File: src/rtl/present_mask_pkg.sv
// Shared constants, FSM state type and the PRESENT S-box lookup for the
// masked substitution-layer controller.
//   NIB     nibbles per state (state width 4*NIB)
//   SB_LAT  cycles from S-box input to S-box output
//   R_OFS   cycles from nibble presentation to refresh-randomness use
//   RW      randomness bits per S-box evaluation
package present_mask_pkg;

    localparam int NIB     = 16;
    localparam int SB_LAT  = 4;
    localparam int R_OFS   = 2;
    localparam int RW      = 8;
    localparam int STATE_W = 4 * NIB;
    localparam int IDX_W   = $clog2(NIB);
    localparam int CNT_W   = $clog2(NIB + 1);

    typedef enum logic [1:0] {
        IDLE = 2'd0,
        RUN  = 2'd1,
        DONE = 2'd2
    } layer_state_e;

    // Unmasked PRESENT S-box; reference for behavioural models.
    function automatic logic [3:0] present_sbox(input logic [3:0] x);
        logic [3:0] y;
        case (x)
            4'h0: y = 4'hC;
            4'h1: y = 4'h5;
            4'h2: y = 4'h6;
            4'h3: y = 4'hB;
            4'h4: y = 4'h9;
            4'h5: y = 4'h0;
            4'h6: y = 4'hA;
            4'h7: y = 4'hD;
            4'h8: y = 4'h3;
            4'h9: y = 4'hE;
            4'hA: y = 4'hF;
            4'hB: y = 4'h8;
            4'hC: y = 4'h4;
            4'hD: y = 4'h7;
            4'hE: y = 4'h1;
            default: y = 4'h2;
        endcase
        return y;
    endfunction

endpackage

File: src/rtl/mask_rnd_delay.sv
// Delay line for S-box refresh randomness. A word pushed in cycle t is
// presented on dout in cycle t+R_OFS; cycles without a push carry zero.
//   clk, rst_n  clock, asynchronous active-low reset
//   push        a PRNG word is popped this cycle
//   din         popped PRNG word
//   dout        delayed word (zero for bubble cycles)
module mask_rnd_delay
    import present_mask_pkg::*;
(
    input  logic          clk,
    input  logic          rst_n,
    input  logic          push,
    input  logic [RW-1:0] din,
    output logic [RW-1:0] dout
);

    logic [RW-1:0] stage [R_OFS];

    always_ff @(posedge clk or negedge rst_n) begin
        if (!rst_n) begin
            for (int i = 0; i < R_OFS; i++) begin
                stage[i] <= '0;
            end
        end else begin
            // Zero fill on bubbles so a word can never be presented twice.
            stage[0] <= push ? din : '0;
            for (int i = 1; i < R_OFS; i++) begin
                stage[i] <= stage[i-1];
            end
        end
    end

    assign dout = stage[R_OFS-1];

endmodule

File: src/rtl/present_sbox_layer_ctrl.sv
// Sequences one PRESENT substitution layer on a 3-share masked 64-bit state
// through a single external masked S-box, one nibble per cycle.
//   s_valid/s_ready, s_sh1..3     input state handshake and shares
//   rnd_valid/rnd_ready, rnd_data PRNG word handshake (one word per nibble)
//   sb_in1..3, sb_r               S-box input shares and refresh randomness
//   sb_out1..3                    S-box output shares (SB_LAT after input)
//   m_valid/m_ready, m_sh1..3     substituted state handshake and shares
module present_sbox_layer_ctrl
    import present_mask_pkg::*;
(
    input  logic               clk,
    input  logic               rst_n,
    input  logic               s_valid,
    output logic               s_ready,
    input  logic [STATE_W-1:0] s_sh1,
    input  logic [STATE_W-1:0] s_sh2,
    input  logic [STATE_W-1:0] s_sh3,
    input  logic               rnd_valid,
    output logic               rnd_ready,
    input  logic [RW-1:0]      rnd_data,
    output logic [3:0]         sb_in1,
    output logic [3:0]         sb_in2,
    output logic [3:0]         sb_in3,
    output logic [RW-1:0]      sb_r,
    input  logic [3:0]         sb_out1,
    input  logic [3:0]         sb_out2,
    input  logic [3:0]         sb_out3,
    output logic               m_valid,
    input  logic               m_ready,
    output logic [STATE_W-1:0] m_sh1,
    output logic [STATE_W-1:0] m_sh2,
    output logic [STATE_W-1:0] m_sh3
);

    layer_state_e       state, state_nxt;
    logic [STATE_W-1:0] buf1, buf2, buf3;
    logic [CNT_W-1:0]   issue_cnt, capture_cnt;
    logic [SB_LAT-1:0]  vld_pipe;
    logic               accept, issue, capture;
    logic [IDX_W-1:0]   issue_idx, capture_idx;

    assign accept      = s_valid & s_ready;
    assign issue       = rnd_valid & rnd_ready;
    assign capture     = vld_pipe[SB_LAT-1];
    assign issue_idx   = issue_cnt[IDX_W-1:0];
    assign capture_idx = capture_cnt[IDX_W-1:0];

    always_comb begin
        state_nxt = state;
        rnd_ready = 1'b0;
        m_valid   = 1'b0;
        case (state)
            IDLE: begin
                if (accept) state_nxt = RUN;
            end
            RUN: begin
                rnd_ready = (issue_cnt < CNT_W'(NIB));
                if (capture && (capture_cnt == CNT_W'(NIB - 1))) state_nxt = DONE;
            end
            DONE: begin
                m_valid = 1'b1;
                if (m_ready) state_nxt = IDLE;
            end
            default: state_nxt = IDLE;
        endcase
    end

    // s_ready is registered so it reads 0 while reset is held and for the
    // first cycle after release, and 1 the cycle after every return to IDLE.
    always_ff @(posedge clk or negedge rst_n) begin
        if (!rst_n) begin
            state       <= IDLE;
            s_ready     <= 1'b0;
            issue_cnt   <= '0;
            capture_cnt <= '0;
            vld_pipe    <= '0;
        end else begin
            state    <= state_nxt;
            s_ready  <= (state_nxt == IDLE);
            vld_pipe <= {vld_pipe[SB_LAT-2:0], issue};
            if (accept) begin
                issue_cnt   <= '0;
                capture_cnt <= '0;
            end else begin
                if (issue)   issue_cnt   <= issue_cnt + 1'b1;
                if (capture) capture_cnt <= capture_cnt + 1'b1;
            end
        end
    end

    // Each share lives in its own register and only ever meets its own
    // S-box port; shares are never combined anywhere in this block.
    always_ff @(posedge clk or negedge rst_n) begin
        if (!rst_n) begin
            buf1  <= '0;
            buf2  <= '0;
            buf3  <= '0;
            m_sh1 <= '0;
            m_sh2 <= '0;
            m_sh3 <= '0;
        end else begin
            if (accept) begin
                buf1 <= s_sh1;
                buf2 <= s_sh2;
                buf3 <= s_sh3;
            end
            if (capture) begin
                m_sh1[{capture_idx, 2'b00} +: 4] <= sb_out1;
                m_sh2[{capture_idx, 2'b00} +: 4] <= sb_out2;
                m_sh3[{capture_idx, 2'b00} +: 4] <= sb_out3;
            end
        end
    end

    // Bubble cycles present all-zero shares to the S-box.
    assign sb_in1 = issue ? buf1[{issue_idx, 2'b00} +: 4] : 4'h0;
    assign sb_in2 = issue ? buf2[{issue_idx, 2'b00} +: 4] : 4'h0;
    assign sb_in3 = issue ? buf3[{issue_idx, 2'b00} +: 4] : 4'h0;

    mask_rnd_delay u_rnd_delay (
        .clk   (clk),
        .rst_n (rst_n),
        .push  (issue),
        .din   (rnd_data),
        .dout  (sb_r)
    );

endmodule

File: config.mk
export PLATFORM = sky130hd
export DESIGN_NAME = present_sbox_layer_ctrl
export DESIGN_NICKNAME = d
export VERILOG_FILES = /design/src/rtl/present_mask_pkg.sv /design/src/rtl/mask_rnd_delay.sv /design/src/rtl/present_sbox_layer_ctrl.sv
export SDC_FILE = /design/constraint.sdc
export NUM_CORES = 1
export LEC_CHECK = 0
export BUFFER_PORTS_ARGS = -buffer_cell sky130_fd_sc_hd__buf_2
export CAP_MARGIN = 40
export CORE_MARGIN = 2
export CORE_UTILIZATION = 58
export DETAILED_ROUTE_END_ITERATION = 6
export PLACE_DENSITY = 0.9
export SLEW_MARGIN = 5
export SYNTH_ARGS = -nofsm -noshare
export SYNTH_HDL_FRONTEND = slang
export SYNTH_SLANG_ARGS = --single-unit
File: constraint.sdc
create_clock -name clk -period 6.47 [get_ports clk]
set_input_delay 0.647 -clock clk [delete_from_list [all_inputs] [get_ports clk]]
set_output_delay 0.647 -clock clk [all_outputs]
set_load 0.02 [all_outputs]
Word level (Yosys, flattened, before mapping) --
Cells that the tools add are included.
Word-level totals: flip-flop bits (word level) 417, latch bits 0, RAM bits 0, ROM bits 0, output and inout bits 215, logic and storage cells 51, memories 0
Operators by class: add/subtract/negate cells 3, $mul 0, divide/modulo/power cells 0, order comparisons 1, equal/unequal tests 3, shift-type cells 7, multiplexer cells 17, bitwise operators 2, reduce and logical (&&, ||, !) cells 5
Operator list (number):
- $bwmux W64 | 3
- $shiftx A4 B8 Y64 | 3
- $shiftx A64 B7 Y4 | 3
- $shift A4 B8 Y64 const A | 1
- $mux W5 | 4
- $mux W4 | 3
- $add A5 B1 Y5 const B | 2
- $mux W8 | 1
- $neg A6 Y8 | 1
- $mux W2 | 3
- $pmux W2 S3 | 1
- $eq A5 B4 Y1 const B | 1
- $lt A5 B5 Y1 const B | 1
- $logic_not A2 Y1 | 2
- $reduce_bool A2 Y1 | 2
- $and A1 B1 Y1 | 2
- $eq A2 B1 Y1 const B | 1
- $eq A2 B2 Y1 const B | 1
- $mux W1 | 2
- $logic_and A1 B1 Y1 | 1

Longest topological paths before layout --
word-level depth 5, gate-level depth with buffers 9, depth with buffers taken out 6

Hierarchy --
From an unflattened synthesis, not the netlist that was laid out.
Unflattened totals: cell total of the unflattened synthesis 1158, area total of the unflattened synthesis 17421.7 µm²
By module, submodules not included:
- present_sbox_layer_ctrl | times used 1, cells an instance 1126, area an instance 16911.2 µm², sequential area each 10034.6 µm²
- mask_rnd_delay | times used 1, cells an instance 32, area an instance 510.5 µm², sequential area each 400.4 µm²

Worst setup path before layout --
No wires, ideal clock.
path type flip-flop to output port, start point register issue_cnt[0], end point output sb_in1[1], arrival time 2.027 ns, required time 5.823 ns, setup slack 3.796 ns, stages on the path, launching flop included 7, path buffers 3, cells stage by stage dfrtp_1 -> buf_2 -> buf_2 -> buf_2 -> mux4_2 -> a22oi_1 -> o21ai_0
On the way: cells in the longest elaborated chain, start to end 4
RTL lines:
- start: declaration | line present_sbox_layer_ctrl.sv:37 | logic [CNT_W-1:0] issue_cnt, capture_cnt;
- start signal: assignment | line present_sbox_layer_ctrl.sv:85 | if (issue) issue_cnt <= issue_cnt + 1'b1;
- parallel branches: the longest is 3 deep, another holds $shiftx A64 B7 Y4
- $mux W4 * | line present_sbox_layer_ctrl.sv:116 | assign sb_in1 = issue ? buf1[{issue_idx, 2'b00} +: 4] : 4'h0;
- end: declaration | line present_sbox_layer_ctrl.sv:21 | output logic [3:0] sb_in1,
Mark *: on every way between the ends.

Worst setup path in the final report --
start point register issue_cnt[1], end point output sb_in1[1]
Same word-level chain as after synthesis.

==> metrics <==
status finished clean; Avg WL per Cell 23.5 um; adder-cell share of the synthesized area 0.431%; Routed WL 46.0 mm; antenna violations before repair 14; main combinational cell family by area after synthesis multiplexers; post-DP HPWL between 30 and 40 mm; largest net degree at the start of global routing 174; GR Util All Layers around 30%; TritonRoute pass-1 iters 5; CP cell instances buf_4 -> mux4_2 -> a22oi_1 -> o21ai_0 -> buf_2; CTS max path bufs 3; CTS resizes 0; fillers 1,863; crit path launch type flip-flop; Final Skew 0.0127 ns; DRC viols 0; Antenna Nets Post-Route 0; Synth warnings 0; Starting Density 58.9%; Leak roughly 10 nW; RSZ-0062 raised after global routing no; FMAX approximately 270 MHz; Placer Congestion 0.828; most frequent cells in the layout buf_2, dfrtp_1, mux2_2, mux4_2, clkbuf_16; row cnt 63; most common cell after layout, fill and taps aside buf_2; Post-Syn Instances 1,126; max_cap viols 0; IO Pins 432; root buf cell clkbuf_16; Tot Pwr 11.2 mW; post-synthesis simple-gate area fraction between 3 and 4%; Post-synth ARST share 100%; CTS tree yes; cts bufs inserted 42; syn nets 1,349; vias in the first global route 11,995; Die Width 177 um; synthesized flop and latch total 417; via count 11,191; Slew Viols, Final 0; dpl cell area 19,800 sq um; final hold vios 0; first-pass GRT wire length 69.6 mm; Worst Path Arrival 3.02 ns; Post-Syn Area 17,400 sq um; Iter 0 DRT Violations 660; Avg Inst Size Synth approximately 15 sq um; grt total ovfl 0; final period utilization 56.6%; Crit Path Category flip-flop to output pin; Seq/Total Area, Yosys 60.0%; number of buffers added on ports 431; pwr/cell area between 500 and 600 nW/um^2; fin crit period 3.66 ns; fraction of layout cells with a size suffix above 1 58.9%; WHS 0.187 ns; Synth Area in Compound Gates 2.68%; Area growth syn-to-layout 21.7%; post-CTS setup buffer count 0; Slew @ Worst Pin around 1.1 ns; Post-CTS Hold Buffers 0; clk_lat worst skew ~0.53 ns; Primary FF master, synth dfrtp_1; Hold WC Path Type input port to async pin; die area 31,400 sq um; critical path fanouts, max 33; clock sinks 417; Die Height 177 um; H-Tree Depth 2; CP max stage delay roughly 0.66 ns; Avg Vias per Cell roughly 5.7; Post-synth EDFFs 0; Worst slew margin 28.7%; mux cell area share after synthesis 30.6%; Reg clk slew, reported paths 0.06 ns; CP endpoint kind output pin; Worst EP required 5.82 ns; post-route core utilization between 70% and 80%; Max stage delay cell, worst path dfrtp_2; Core Box Area 29,600 sq um; Setup TNS Final 0 ns; Unique masters post-synth 49; Setup violations, final 0; maximum vdd ir drop 0.000360 V; Final Instance Area 21,200 sq um; fraction of synthesized cell area in xor and xnor cells 0.460%; Final nets 1,750
cells in the mapped netlist, drive strengths merged (5+ instances only):
| master | n | area (sq um) |
|---|---|---|
| and3 | 7 | 43.8 |
| dfrtp | 417 | 10400 |
| inv | 5 | 18.8 |
| mux2i | 14 | 140 |
| and2 | 15 | 93.8 |
| ha | 6 | 75.1 |
| mux4 | 48 | 1080 |
| nor2 | 35 | 144 |
| o31ai | 10 | 75.1 |
| buf | 52 | 279 |
| mux2 | 365 | 4110 |
| o41ai | 7 | 61.3 |
| nand2b | 7 | 51.3 |
| o21ai | 26 | 130 |
| clkbuf | 35 | 131 |
| nand2 | 27 | 101 |
| a22oi | 11 | 82.6 |
sequential cells by signal, indices dropped and copies added (netlist names), 8 cells and up:
name               cells
buf1                  64
m_sh2                 64
buf3                  64
m_sh1                 64
u_rnd_delay.dout       8
u_rnd_delay.stage      8
buf2                  64
m_sh3                 64
report_power, final:
group | switching, mW | internal [mW]
clock | 0.958 | 1.38
combinational | 2.21 | 2.05
sequential | 0.816 | 3.77
total | 3.98 | 7.21
layout make-up:
type | count | area, sq um | share of cell area [%]
sequential | 417 | 10400 | 49.3
inverter | 5 | 18.8 | 0.0887
clock inverter | 8 | 90.1 | 0.426
timing repair buffer | 444 | 2330 | 11.0
multi-input combinational | 617 | 6550 | 31.0
clock buffer | 62 | 1220 | 5.76
antenna | 11 | 27.5 | 0.130
tap | 390 | 488 | 2.31
per-layer routing:
metal	GRT usage (%)	share of wire (%)
met2	51.1	51
met4	12.2	4.1
met3	9.36	9.2
met1	33.8	36
met5	0	0.12
final timing paths:
path | slack (ns) | depth (start not counted) | start | end
hold reg to reg | 0.35 | 0 | vld_pipe[1] | vld_pipe[2]
max in group asynchronous | 4.68 | 2 | rst_n | buf3[54]
setup / recovery | 2.81 | 5 | issue_cnt[1] | sb_in1[1]
min in group clk | 0.33 | 2 | rnd_data[4] | u_rnd_delay.stage[12]
hold / removal | 0.19 | 1 | rst_n | buf2[5]
setup reg to reg | 3.43 | 6 | capture_cnt[0] | m_sh3[27]
through the flow:
step / std cells / worst slack (ns)
2_1_floorplan: 1126 / 3.80
3_3_place_gp: 1869 / 3.19
3_5_place_dp: 1873 / 3.31
4_1_cts: 1943 / 2.80
5_1_grt: 1945 / 2.69
6_report: 1954 / 2.81
worst max-delay path, delay by kind of cell (launching register included):
| family | cells | cell delay, ns |
|---|---|---|
| buffers and inverters | 2 | 0.74 |
| AOI/OAI and AO/OA | 2 | 0.68 |
| muxes | 1 | 0.38 |
| DFF | 1 | 0.66 |
kinds of logic (layout without fill, tap and decap cells):
kind of cell	after synthesis	after routing
adders and majority gates	6	6
xor gates and xnor gates	7	7
muxes	427	427
DFF	417	417
other	0	11
AOI/OAI and AO/OA	65	65
and+or+nand+nor	112	112
buffers and inverters	92	519
No activity file was read; power rests on OpenSTA's default activity.
